### config.mk
export PLATFORM = sky130hd
export DESIGN_NAME = midi_note_decoder
export DESIGN_NICKNAME = d
export VERILOG_FILES = /design/src/rtl/midi_note_decoder_pkg.sv /design/src/rtl/midi_note_decoder.sv
export SDC_FILE = /design/constraint.sdc
export NUM_CORES = 1
export LEC_CHECK = 0
export ABC_AREA = 1
export CAP_MARGIN = 20
export CORE_MARGIN = 2
export CORE_UTILIZATION = 66
export DETAILED_ROUTE_END_ITERATION = 10
export DONT_BUFFER_PORTS = 1
export PLACE_DENSITY = 0.89
export SLEW_MARGIN = 20
export SYNTH_ARGS = -nofsm -noshare
export SYNTH_HDL_FRONTEND = slang
export SYNTH_SLANG_ARGS = --single-unit
export TNS_END_PERCENT = 30
### constraint.sdc
create_clock -name CLK -period 2 [get_ports CLK]
set_input_delay 0.4 -clock CLK [delete_from_list [all_inputs] [get_ports CLK]]
set_output_delay 0.4 -clock CLK [all_outputs]
set_load 0.02 [all_outputs]
### src/rtl/midi_note_decoder_pkg.sv
// Shared constants and parser state encoding for the MIDI note decoder.
package midi_note_decoder_pkg;

  localparam logic [3:0] NOTE_OFF  = 4'h8;
  localparam logic [3:0] NOTE_ON   = 4'h9;
  localparam logic [3:0] PROG_CHG  = 4'hC;
  localparam logic [7:0] RT_THRESH = 8'hF8;

  typedef enum logic [1:0] {
    ST_IDLE    = 2'd0,
    ST_NOTE_D1 = 2'd1,
    ST_NOTE_D2 = 2'd2,
    ST_PROG_D1 = 2'd3
  } parse_state_e;

endpackage

### src/rtl/midi_note_decoder.sv
// Monophonic MIDI byte-stream parser: note on/off with running status and
// program change on one channel, last-note priority, change strobe.
module midi_note_decoder
  import midi_note_decoder_pkg::*;
#(
  parameter logic [3:0] CHANNEL = 4'd0
) (
  input  logic       CLK,
  input  logic       RST_N,
  input  logic [7:0] RX_DATA,
  input  logic       RX_VALID,
  output logic [6:0] NOTE_NUM,
  output logic [6:0] NOTE_VEL,
  output logic       GATE,
  output logic [6:0] PROGRAM,
  output logic       NOTE_STB,
  output logic [1:0] STATE_DBG
);

  parse_state_e state_q, state_d;
  logic         note_on_q, note_on_d;
  logic [6:0]   pending_q, pending_d;
  logic [6:0]   note_num_q, note_num_d;
  logic [6:0]   note_vel_q, note_vel_d;
  logic         gate_q, gate_d;
  logic [6:0]   program_q, program_d;
  logic         note_stb_q, note_stb_d;

  logic       is_status;
  logic       is_rt;
  logic       chan_ok;
  logic [3:0] nib;
  logic       data_byte;

  assign is_status = RX_DATA[7];
  assign is_rt     = (RX_DATA >= RT_THRESH);
  assign nib       = RX_DATA[7:4];
  assign chan_ok   = (RX_DATA[3:0] == CHANNEL);
  assign data_byte = RX_VALID && !is_status;

  // State register (parser state plus latched running-status type)
  always_ff @(posedge CLK or negedge RST_N) begin
    if (!RST_N) begin
      state_q   <= ST_IDLE;
      note_on_q <= 1'b0;
    end else begin
      state_q   <= state_d;
      note_on_q <= note_on_d;
    end
  end

  // Next-state logic; real-time bytes fall through and leave everything alone
  always_comb begin
    state_d   = state_q;
    note_on_d = note_on_q;
    if (RX_VALID && is_status && !is_rt) begin
      if (chan_ok && (nib == NOTE_ON || nib == NOTE_OFF)) begin
        state_d   = ST_NOTE_D1;
        note_on_d = (nib == NOTE_ON);
      end else if (chan_ok && nib == PROG_CHG) begin
        state_d = ST_PROG_D1;
      end else begin
        state_d = ST_IDLE;
      end
    end else if (data_byte) begin
      case (state_q)
        ST_NOTE_D1: state_d = ST_NOTE_D2;
        ST_NOTE_D2: state_d = ST_NOTE_D1;
        default:    state_d = state_q;
      endcase
    end
  end

  // Output / datapath logic
  always_comb begin
    pending_d  = pending_q;
    note_num_d = note_num_q;
    note_vel_d = note_vel_q;
    gate_d     = gate_q;
    program_d  = program_q;
    if (data_byte) begin
      case (state_q)
        ST_NOTE_D1: pending_d = RX_DATA[6:0];
        ST_NOTE_D2: begin
          if (note_on_q && RX_DATA[6:0] != 7'd0) begin
            note_num_d = pending_q;
            note_vel_d = RX_DATA[6:0];
            gate_d     = 1'b1;
          end else if (gate_q && pending_q == note_num_q) begin
            gate_d = 1'b0;
          end
        end
        ST_PROG_D1: program_d = RX_DATA[6:0];
        default: ;
      endcase
    end
    note_stb_d = (note_num_d != note_num_q) || (note_vel_d != note_vel_q) ||
                 (gate_d != gate_q);
  end

  always_ff @(posedge CLK or negedge RST_N) begin
    if (!RST_N) begin
      pending_q  <= 7'd0;
      note_num_q <= 7'd0;
      note_vel_q <= 7'd0;
      gate_q     <= 1'b0;
      program_q  <= 7'd0;
      note_stb_q <= 1'b0;
    end else begin
      pending_q  <= pending_d;
      note_num_q <= note_num_d;
      note_vel_q <= note_vel_d;
      gate_q     <= gate_d;
      program_q  <= program_d;
      note_stb_q <= note_stb_d;
    end
  end

  assign NOTE_NUM  = note_num_q;
  assign NOTE_VEL  = note_vel_q;
  assign GATE      = gate_q;
  assign PROGRAM   = program_q;
  assign NOTE_STB  = note_stb_q;
  assign STATE_DBG = state_q;

endmodule

After elaboration in Yosys (flattened, before gate mapping):

Cells that the tools add are included.
W data, S select, Z words.

* register bits: 33
* output and inout bits: 25

* mux-type cells: 15
* reduce and logical (&&, ||, !) cells: 20
* order comparisons: 1
* eq/ne operators: 10

Operators with widths (count)
* $mux W7: 6
* $ne A7 B7 Y1: 2
* $eq A4 B4 Y1 const B: 3
* $ge A8 B8 Y1 const B: 1
* $mux W2: 4
* $reduce_and A2 Y1: 4
* $eq A7 B7 Y1: 1
* $logic_and A1 B1 Y1: 7
* $reduce_bool A7 Y1: 1
* $eq A2 B2 Y1 const B: 2
* $logic_not A4 Y1: 1
* $mux W1: 4
* $pmux W2 S2: 1
* $logic_or A1 B1 Y1: 3
* $reduce_bool A3 Y1: 1
* $eq A2 B1 Y1 const B: 1
* $logic_not A1 Y1: 2
* $reduce_bool A2 Y1: 1
* $ne A1 B1 Y1: 1

Depth between registers and ports, before layout:

Gate-level depths: netlist of run 1.

* depth in word-level cells: 8
* gate-level depth with buffers: 11
* mapped depth without buffers: 11

Worst setup path after synthesis of run 1:

Ideal clock, no wire load.

* path kind: flip-flop to flip-flop
* start point: register state_q[1], in the netlist STATE_DBG[1]
* end point: register note_vel_q[5], in the netlist NOTE_VEL[5]
* period minus slack after synthesis: 1.426 ns
* buffers on the path: 1
* cell stages (with the launch flop): 9
* data required time: 1.883 ns
* path slack: 0.574 ns
* data arrival time: 1.310 ns
* cell sequence: dfrtp_1 > inv_2 > nor2_4 > nand3_2 > nor2_4 > buf_2 > nand2_1 > o21ai_1 > inv_2

* longest elaborated chain between the ends: 3

RTL lines
* from (decl): line midi_note_decoder.sv:20 `parse_state_e state_q, state_d;`
* from (signal assigned): line midi_note_decoder.sv:47 `state_q <= state_d;`
* $eq A2 B2 Y1: line midi_note_decoder.sv:82 `case (state_q)`
* $mux W7: line midi_note_decoder.sv:82
* $mux W7: line midi_note_decoder.sv:81 `if (data_byte) begin`
* via note_vel_d[5]: line midi_note_decoder.sv:24 `logic [6:0] note_vel_q, note_vel_d;`
* to (signal assigned): line midi_note_decoder.sv:112 `note_vel_q <= note_vel_d;`
* to (decl): line midi_note_decoder.sv:24

The timed path passes the listed nets, and every way through them passes these cells.
A chain may end at the register's enable or synchronous reset.

Worst setup path in the final report of run 1:

* start point: register state_q[1], in the netlist STATE_DBG[1]
* end point: register note_stb_q, in the netlist NOTE_STB

* longest elaborated chain between the ends: 6

RTL lines
* $eq A2 B2 Y1 *: line midi_note_decoder.sv:82
* $mux W7: line midi_note_decoder.sv:82
* $mux W7: line midi_note_decoder.sv:81
* $ne A7 B7 Y1: line midi_note_decoder.sv:97 `note_stb_d = (note_num_d != note_num_q) || (note_vel_d != note_vel_q) ||`
* $logic_or A1 B1 Y1: line midi_note_decoder.sv:97
* $logic_or A1 B1 Y1 *: line midi_note_decoder.sv:97
* via note_stb_d: line midi_note_decoder.sv:27 `logic note_stb_q, note_stb_d;`
* to (signal assigned): line midi_note_decoder.sv:115 `note_stb_q <= note_stb_d;`
* to (decl): line midi_note_decoder.sv:27

The timed path passes the listed nets; every way through them passes the cells marked *.

==> results of run 1 <==
[Yosys cell counts (all sizes together)]
| cell | number | area share (%) |
|---|---|---|
| o21ai | 24 | 7.3 |
| inv | 33 | 7.5 |
| a21oi | 1 | 0.30 |
| nand2 | 66 | 15 |
| xor2 | 3 | 1.6 |
| buf | 3 | 1.3 |
| dfrtp | 33 | 50 |
| xnor2 | 4 | 2.1 |
| nand3b | 2 | 0.91 |
| o211ai | 1 | 0.46 |
| nand3 | 17 | 5.5 |
| nand4 | 3 | 1.1 |
| clkbuf | 2 | 0.46 |
| o22ai | 1 | 0.38 |
| a31oi | 1 | 0.38 |
| a41oi | 1 | 0.53 |
| nor2 | 16 | 5.2 |
[routing by layer]
metal,wire [um],vias to the layer above
li1,-,678
met1,1442,654
met2,1873,52
met3,344,8
met4,42,0
met5,0,-
[kinds of logic (layout without fill, tap and decap cells)]
family / count (synthesis) / in the layout / share of synthesized area [%]
AO/OA/AOI/OAI: 29 / 29 / 9.325
XOR/XNOR: 7 / 7 / 3.715
buffers and inverters: 38 / 45 / 9.250
flip-flops: 33 / 33 / 50.04
AND/OR/NAND/NOR: 104 / 104 / 27.67
[flip-flops by register name, summed over array words and instances, names as in the netlist]
register,cells
GATE,1
NOTE_NUM,7
NOTE_STB,1
NOTE_VEL,7
PROGRAM,7
STATE_DBG,2
note_on_q,1
pending_q,7
[per-stage QoR]
step | hold slack, ns | total power [mW] | cell area [um^2]
after global placement | 0.1051 | 1.573 | 1674
after detailed placement | 0.1050 | 1.613 | 1674
after global routing | 0.2966 | 2.184 | 1774
after CTS | 0.2778 | 2.065 | 1774
after floorplan | 0.1044 | 1.493 | 1650
final | 0.2880 | 2.057 | 1774
[where the power goes]
group          switching, mW  internal (mW)  leakage, nW
logic                  0.235          0.174        0.491
registers              0.356          0.856        0.427
clock network          0.233          0.204       0.0413
total                  0.824           1.23        0.959
[what timing repair did]
action | 4_1_cts | 5_1_grt
endpoints found under the setup margin | 0 | 0
hold buffers | 2 | 0
endpoints found under the hold margin | 33 | 0
[how the worst min path moves through the flow]
stage,start,depth (start not counted),endpoint,slack (ns)
3_3_place_gp,RST_N,0,PROGRAM[4],0.11
6_report,RX_DATA[6],2,PROGRAM[6],0.29
2_1_floorplan,RST_N,0,GATE,0.10
3_5_place_dp,RST_N,0,PROGRAM[2],0.11
4_1_cts,RX_DATA[4],2,note_on_q,0.28
5_1_grt,RX_DATA[6],2,PROGRAM[6],0.30
[final cells by class]
cell class              instances  share of cell area, %
inverters                      33                  6.982
clock inverters                 1                 0.2821
repair buffers                  4                  2.539
clock buffers                   7                  3.667
multi-input cells             140                  37.87
well taps                      30                  2.116
flip-flops and latches         33                  46.54
==> impl_metrics.yaml, run 1 <==
run_status:
  status: "finished clean"
cells_and_area:
  utilization_pct: 72.94
  area_growth_pct: 7.506
  multi_input_comb_area_um2: 671.9
  stdcell_count: 248
  layout.nets: 228
  layout.cells.most_common: "nand2_1"
  final_layout_size_suffix_gt1_share_pct: 9.633
  nFillCells: 184
  diodes: 0
  final_cell_mix: "nand2_1, dfrtp_1, inv_1"
  ff_latch_area_um2: 825.8
setup_path:
  cp-startpoint: "STATE_DBG[1]"
  r2r_start: "STATE_DBG[1]"
  endpoint: "NOTE_STB"
  cp_max_fo: 24
  slowest_stage: "dfrtp_1"
  crit_required_ns: 2.23
  rr_worst_depth: 9
  crit_path_start_kind: "flop"
  path_delay_family: "simple AND/OR/NAND/NOR gates"
  cp-end-kind: "flop"
  critical_path.max_stage_delay_ns: 0.53
  arrival_ns: 2.05
  crit_cells: 9
  r2r_setup_slack_ns: 0.18
  critPathKind: "reg -> reg"
  timing.rr.end: "NOTE_STB"
  crit_buf_inv: 3
  crit_chain: "inv_2 > nor2_4 > nand3_2 > nor2_4 > inv_2 > nand4_1 > inv_1 > nor2_1 > nand2_1"
timing:
  fin_worst_skew_ns: 0.01372
  rsz0062_at_grt: "false"
  fin_tns_setup_ns: 0
  hold_viol_final: 0
  fin_crit_sh_pct: 91.03
  period_minus_slack_ns: 1.821
  setup_violations: 0
  fmax_mhz: 549.3
  maxSlewViolCount: 0
  timing.final.ws_setup_ns: 0.1794
  relSlewSlack_pct: 64.32
  worst_slew_pin_slew_ns: 0.5337
synthesis:
  seq_area_frac_synth_pct: 50.04
  syn_inst: 211
  ys_seq_elements: 33
  yosysWarnings: 0
  yosysUniqueCellTypes: 23
  synth_nets: 222
  syn_area_um2: 1650
  syn_area_per_cell_um2: 7.821
min_path:
  min_path_type: "in -> reg"
floorplanning:
  rows: 18
  start_util_pct: 67.85
  dieHeight_um: 54.01
  pin_count: 36
  fp.dieArea_um2: 2917
  die_x_um: 54.01
  core_um2: 2432
clock_network:
  clock_sinks: 33
  htreeDepth: 2
  cts-root-buf: "clkbuf_4"
  cts_setup_buffers: 0
  post_cts_resized: 0
  clk_pin_slew_ns: 0.11
  cts_buffers: 5
  insertion_delay_ns: 0.35
  cts_tree: "yes"
  clk_path_buf_depth: 2
grt:
  use_met1_pct: 30.76
  grt_pass1_vias: 1324
  overflow: 0
  global_route.usage.met3_pct: 11.67
  antenna_found_initial: 0
  grtUsageMet2_pct: 50.00
  grt_max_degree: 34
  top_usage_layer: "met2"
  grt_pass1_wl_mm: 5.775
  grt_usage_pct: 28.77
routing:
  wl_per_cell_um: 14.93
  remaining_drc_errors: 0
  drt_first_pass_iters: 4
  ant_nets: 0
  wirelength_mm: 3.702
  drtIter0Drc: 41
  routed_via_density: 5.613
  vias: 1392
power_and_ir_drop:
  power_density_nw_per_um2: 1160
  power_leakage_nw: 0.9588
  irDropWorstVdd_v: 0.0009060
place:
  post-dp-hpwl_mm: 2.679
  portBuffers: 0
  routabilityCongestion: 0.9183
  pre_cts_ws_ns: 0.2578
  dp.cells: 238
flow_run:
  drv_cap: 0
Power figures use the tool's default switching activity.
==> run 2: changes to the inputs <==
--- a/config.mk
+++ b/config.mk
@@ -7,6 +7,7 @@
 export LEC_CHECK = 0
 export ABC_AREA = 1
 export CAP_MARGIN = 20
+export CORE_ASPECT_RATIO = 1.75
 export CORE_MARGIN = 2
 export CORE_UTILIZATION = 66
 export DETAILED_ROUTE_END_ITERATION = 10
==> run 2 against run 1 <==
Net effect: clock power rose by 14%; global-route usage fell by 0.63 points; sequential power barely moved; first-iteration DRC count rose by 39%; final area rose by 1.5%; sequential cell count did not move; combinational power rose by 9.8%; worst setup slack improved by 0.19 ns; fmax rose by 12%; utilization rose by 1.1 points; clock skew fell by 0.010 ns; register-to-register slack improved by 0.19 ns; critical path type unchanged; largest cell class unchanged.
==> impl_metrics.yaml, run 2 (synthesis gave the netlist of run 1 again) <==
run_status:
  status: "finished clean"
power_and_ir_drop:
  switchingPower_uw: 826.5
  p_clk_share_pct: 23.3
  p_int_mw: 1.317
  switching_share_pct: 38.56
  p_comb_share_pct: 20.9
  total_power_mw: 2.143
  power_leakage_nw: 0.9719
  irDropWorstVdd_v: 0.0008611
  p_seq_share_pct: 55.8
  power_density_nw_per_um2: 1190
clock_network:
  post_cts_resized: 0
  htreeDepth: 2
  cts_setup_buffers: 0
  clk_path_buf_depth: 2
  postCtsHoldBufs: 2
  cts-root-buf: "clkbuf_8"
  clock_sinks: 33
  cts_buffers: 5
  clk_pin_slew_ns: 0.06
  cts_tree: "yes"
  insertion_delay_ns: 0.28
floorplanning:
  fp.dieArea_um2: 2932
  rows: 24
  core_um2: 2432
  dieHeight_um: 70.15
  die_x_um: 41.80
  start_util_pct: 67.85
  pin_count: 36
place:
  portBuffers: 0
  dp.cells: 236
  dpl-instance-area_um2: 1684
  routabilityCongestion: 0.8479
  post-dp-hpwl_mm: 2.595
  pre_cts_ws_ns: 0.3618
setup_path:
  crit_buf_inv: 2
  crit_path_start_kind: "flop"
  cp-end-kind: "flop"
  path_delay_family: "simple AND/OR/NAND/NOR gates"
  crit_chain: "nor2_4 > nand3_2 > nor2_4 > buf_4 > nand3_1 > nand2_1 > inv_1 > nand3_1 > nor2_1 > nand2_1"
  slowest_stage: "dfrtp_1"
  critical_path.max_stage_delay_ns: 0.41
  arrival_ns: 1.85
  crit_required_ns: 2.22
  cp_max_fo: 17
  critPathKind: "reg -> reg"
timing:
  fmax_mhz: 613.5
  timing.final.ws_setup_ns: 0.3700
  setup_violations: 0
  rsz0062_at_grt: "false"
  relSlewSlack_pct: 65.97
  maxSlewViolCount: 0
  hold_viol_final: 0
  fin_crit_sh_pct: 81.50
  fin_worst_skew_ns: 0.003563
  period_minus_slack_ns: 1.630
  worst_slew_pin_slew_ns: 0.5091
  fin_tns_setup_ns: 0
  hold_ws_ns: 0.3465
routing:
  remaining_drc_errors: 0
  wirelength_mm: 3.731
  ant_nets: 0
  routed_via_density: 5.620
  drtIter0Drc: 57
  drt_first_pass_iters: 4
  vias: 1377
  wl_per_cell_um: 15.23
cells_and_area:
  multi_input_comb_area_um2: 671.9
  layout.cells.most_common: "nand2_1"
  final_layout_size_suffix_gt1_share_pct: 9.589
  final_cell_mix: "nand2_1, dfrtp_1, inv_1"
  area_growth_pct: 9.098
  stdcell_count: 245
  utilization_pct: 74.02
  layout.nets: 230
  nFillCells: 179
  final_area_um2: 1800
  ff_latch_area_um2: 825.8
  diodes: 0
grt:
  grt_pass1_wl_mm: 6.216
  grt_usage_pct: 28.14
  antenna_found_initial: 0
  grt_max_degree: 34
  grt_pass1_vias: 1340
  overflow: 0
min_path:
  min_path_type: "in -> reg"
flow_run:
  drv_cap: 0
==> run 2: per-layer routing <==
layer | GRT usage (%) | share of wire [%]
met5 | 0 | 0
met3 | 9.561 | 5.7
met1 | 29.82 | 39
met4 | 13.26 | 2.7
met2 | 48.61 | 53
==> run 2: final cells by class <==
type | count | share of cell area, %
Multi-Input combinational cell | 140 | 37.32
Clock buffer | 7 | 4.795
Tap cell | 26 | 1.807
Sequential cell | 33 | 45.87
Timing Repair Buffer | 6 | 3.336
Inverter | 33 | 6.880
==> run 2: power groups by stage <==
stage               clock network, mW  registers (mW)  logic (mW)
CTS                             0.503            1.19       0.449
floorplan                           0            1.17       0.322
detailed placement                  0            1.20       0.425
finish                          0.499            1.20       0.449
global placement                    0            1.19       0.397
global route                    0.531            1.22       0.507
==> run 2: path summary, 6_finish.rpt <==
check | cells past startpoint | from | slack (ns) | to
worst max-delay path | 10 | STATE_DBG[0] | 0.37 | NOTE_STB
worst min register to register | 2 | pending_q[3] | 0.52 | NOTE_NUM[3]
worst min-delay path | 2 | RX_DATA[2] | 0.35 | PROGRAM[2]
max in group asynchronous | 2 | RST_N | 1.27 | NOTE_VEL[2]
worst max register to register | 10 | STATE_DBG[0] | 0.37 | NOTE_STB
min in group asynchronous | 2 | RST_N | 0.56 | pending_q[4]
==> run 3: changes to the inputs <==
--- a/config.mk
+++ b/config.mk
@@ -9,10 +9,10 @@
 export CAP_MARGIN = 20
 export CORE_ASPECT_RATIO = 1.75
 export CORE_MARGIN = 2
-export CORE_UTILIZATION = 66
+export CORE_UTILIZATION = 61
 export DETAILED_ROUTE_END_ITERATION = 10
 export DONT_BUFFER_PORTS = 1
-export PLACE_DENSITY = 0.89
+export PLACE_DENSITY = 0.84
 export SLEW_MARGIN = 20
 export SYNTH_ARGS = -nofsm -noshare
 export SYNTH_HDL_FRONTEND = slang
==> constraint.sdc (replaced) <==
create_clock -name CLK -period 1.65 [get_ports CLK]
set_input_delay 0.33 -clock CLK [delete_from_list [all_inputs] [get_ports CLK]]
set_output_delay 0.33 -clock CLK [all_outputs]
set_load 0.02 [all_outputs]
==> run 3 against run 2 <==
Net effect: final cell count up 1.2%; clock power up 33%; clock-buffer cell count unchanged; power up 24%; sequential share of layout area down 0.91 points; utilization down 4.1 points.
==> impl_metrics.yaml, run 3 (synthesis gave the netlist of run 1 again) <==
cells_and_area:
  multi_input_comb_area_um2: 671.9
  final_area_um2: 1837
  layout.cells.most_common: "nand2_1"
  layout.nets: 231
  diodes: 0
  final_cell_mix: "nand2_1, dfrtp_1, inv_1"
  nFillCells: 204
  ff_latch_area_um2: 825.8
  final_layout_size_suffix_gt1_share_pct: 10.86
  area_growth_pct: 11.30
grt:
  antenna_found_initial: 0
  overflow: 0
  grt_pass1_wl_mm: 6.403
  grt_usage_pct: 27.74
  grt_pass1_vias: 1447
  grt_max_degree: 34
routing:
  routed_via_density: 5.706
  vias: 1415
  drt_first_pass_iters: 4
  ant_nets: 0
  remaining_drc_errors: 0
  wl_met3_um: 241
  wirelength_mm: 3.801
  wl_per_cell_um: 15.33
  wl_met1_mm: 1.419
  dr_wl_met2_mm: 2.027
  top_layer: "met4"
  drtIter0Drc: 61
timing:
  setup_violations: 0
  rsz0062_at_grt: "false"
  period_minus_slack_ns: 1.450
  relSlewSlack_pct: 67.66
  hold_viol_final: 0
  fin_tns_setup_ns: 0
  maxSlewViolCount: 0
  fin_worst_skew_ns: 0.008666
  fin_crit_sh_pct: 87.91
  fmax_mhz: 689.4
  worst_slew_pin_slew_ns: 0.4789
run_status:
  status: "finished clean"
power_and_ir_drop:
  p_int_mw: 1.645
  p_seq_share_pct: 54.6
  power_leakage_nw: 0.9888
  switchingPower_mw: 1.023
  p_comb_share_pct: 20.5
  p_clk_share_pct: 24.9
  irDropWorstVdd_v: 0.001005
  power_density_nw_per_um2: 1452
  switching_share_pct: 38.34
min_path:
  whs_path_depth: 2
  min_path_type: "in -> reg"
  holdCritStartpoint: "RX_DATA[2]"
  holdPathEnd: "pending_q[2]"
setup_path:
  crit_required_ns: 1.84
  cp_max_fo: 12
  rr_worst_depth: 9
  r2r_start: "STATE_DBG[0]"
  crit_path_start_kind: "flop"
  cp-startpoint: "STATE_DBG[0]"
  cp-end-kind: "flop"
  arrival_ns: 1.64
  slowest_stage: "dfrtp_1"
  critPathKind: "reg -> reg"
  critical_path.max_stage_delay_ns: 0.42
  timing.rr.end: "NOTE_STB"
  crit_chain: "nor2_4 > nand3_2 > nor2_4 > buf_4 > inv_2 > nand4_1 > inv_1 > nor2_1 > nand2_1"
  cpMostUsedCell: "nor2_4"
  r2r_setup_slack_ns: 0.20
clock_network:
  cts_setup_buffers: 0
  clk_pin_slew_ns: 0.07
  clk_path_buf_depth: 2
  clock_sinks: 33
  cts-root-buf: "clkbuf_8"
  insertion_delay_ns: 0.29
  htreeDepth: 2
  cts_buffers: 5
  cts_tree: "yes"
floorplanning:
  pin_count: 36
  die_x_um: 43.32
  start_util_pct: 62.81
  rows: 25
  fp.dieArea_um2: 3154
  core_um2: 2628
  dieHeight_um: 72.81
place:
  portBuffers: 0
  routabilityCongestion: 0.9256
  post-dp-hpwl_mm: 2.759
  dpl-instance-area_um2: 1705
flow_run:
  drv_cap: 0
[run 3: changes by cell type in the layout (fill, tap and decap cells not counted)]
| cell | delta |
|---|---|
| buf_12 | +1 |
| clkbuf_8 | +1 |
| clkbuf_1 | -1 |
| clkinv_2 | +1 |
[run 3: critical path: cells and delay by family, from the launching register on]
kind	cells	cell delay, ns
AND/OR/NAND/NOR	6	0.61
flip-flops	1	0.42
buffers and inverters	3	0.32
[run 3: repair_timing]
action                                 in CTS  in global routing
endpoints found under the hold margin      33                  0
resized for setup                           0                  0
hold buffers                                2                  0
[run 3: area by class of cell]
cell class	instances	share of cell area, %
sequential	33	44.96
multi-input combinational	140	36.58
inverter	33	6.744
clock buffer	7	5.245
timing repair buffer	7	4.360
tap	27	1.839
clock inverter	1	0.2725
[run 3: power groups by stage]
stage | registers [mW] | logic (mW) | clock network, mW
after floorplan | 1.42 | 0.391 | 0
after global placement | 1.45 | 0.487 | 0
after detailed placement | 1.46 | 0.515 | 0
after CTS | 1.45 | 0.541 | 0.679
after global routing | 1.48 | 0.624 | 0.706
final | 1.46 | 0.546 | 0.665
[run 3: routing by layer]
layer  vias up  track usage, %
met5         -               0
met1       663           29.72
met3        13           9.406
met2        58           46.43
li1        681               -
met4         0           15.82
[run 3: worst max-delay path by stage]
stage / end
floorplan: NOTE_VEL[5]
global placement: NOTE_STB
detailed placement: NOTE_STB
CTS: NOTE_STB
global route: NOTE_STB
finish: NOTE_STB
[run 3: per-stage QoR]
stage	power (mW)	instances	utilization (%)	worst slack, ns	hold slack, ns
floorplan	1.810	211	-	0.2236	0.03441
global placement	1.935	238	64.90	0.2583	0.03503
detailed placement	1.978	238	64.90	0.2092	0.03486
CTS	2.672	248	69.90	0.2064	0.2718
global route	2.814	248	69.90	0.08029	0.2906
finish	2.667	248	69.90	0.1995	0.2746
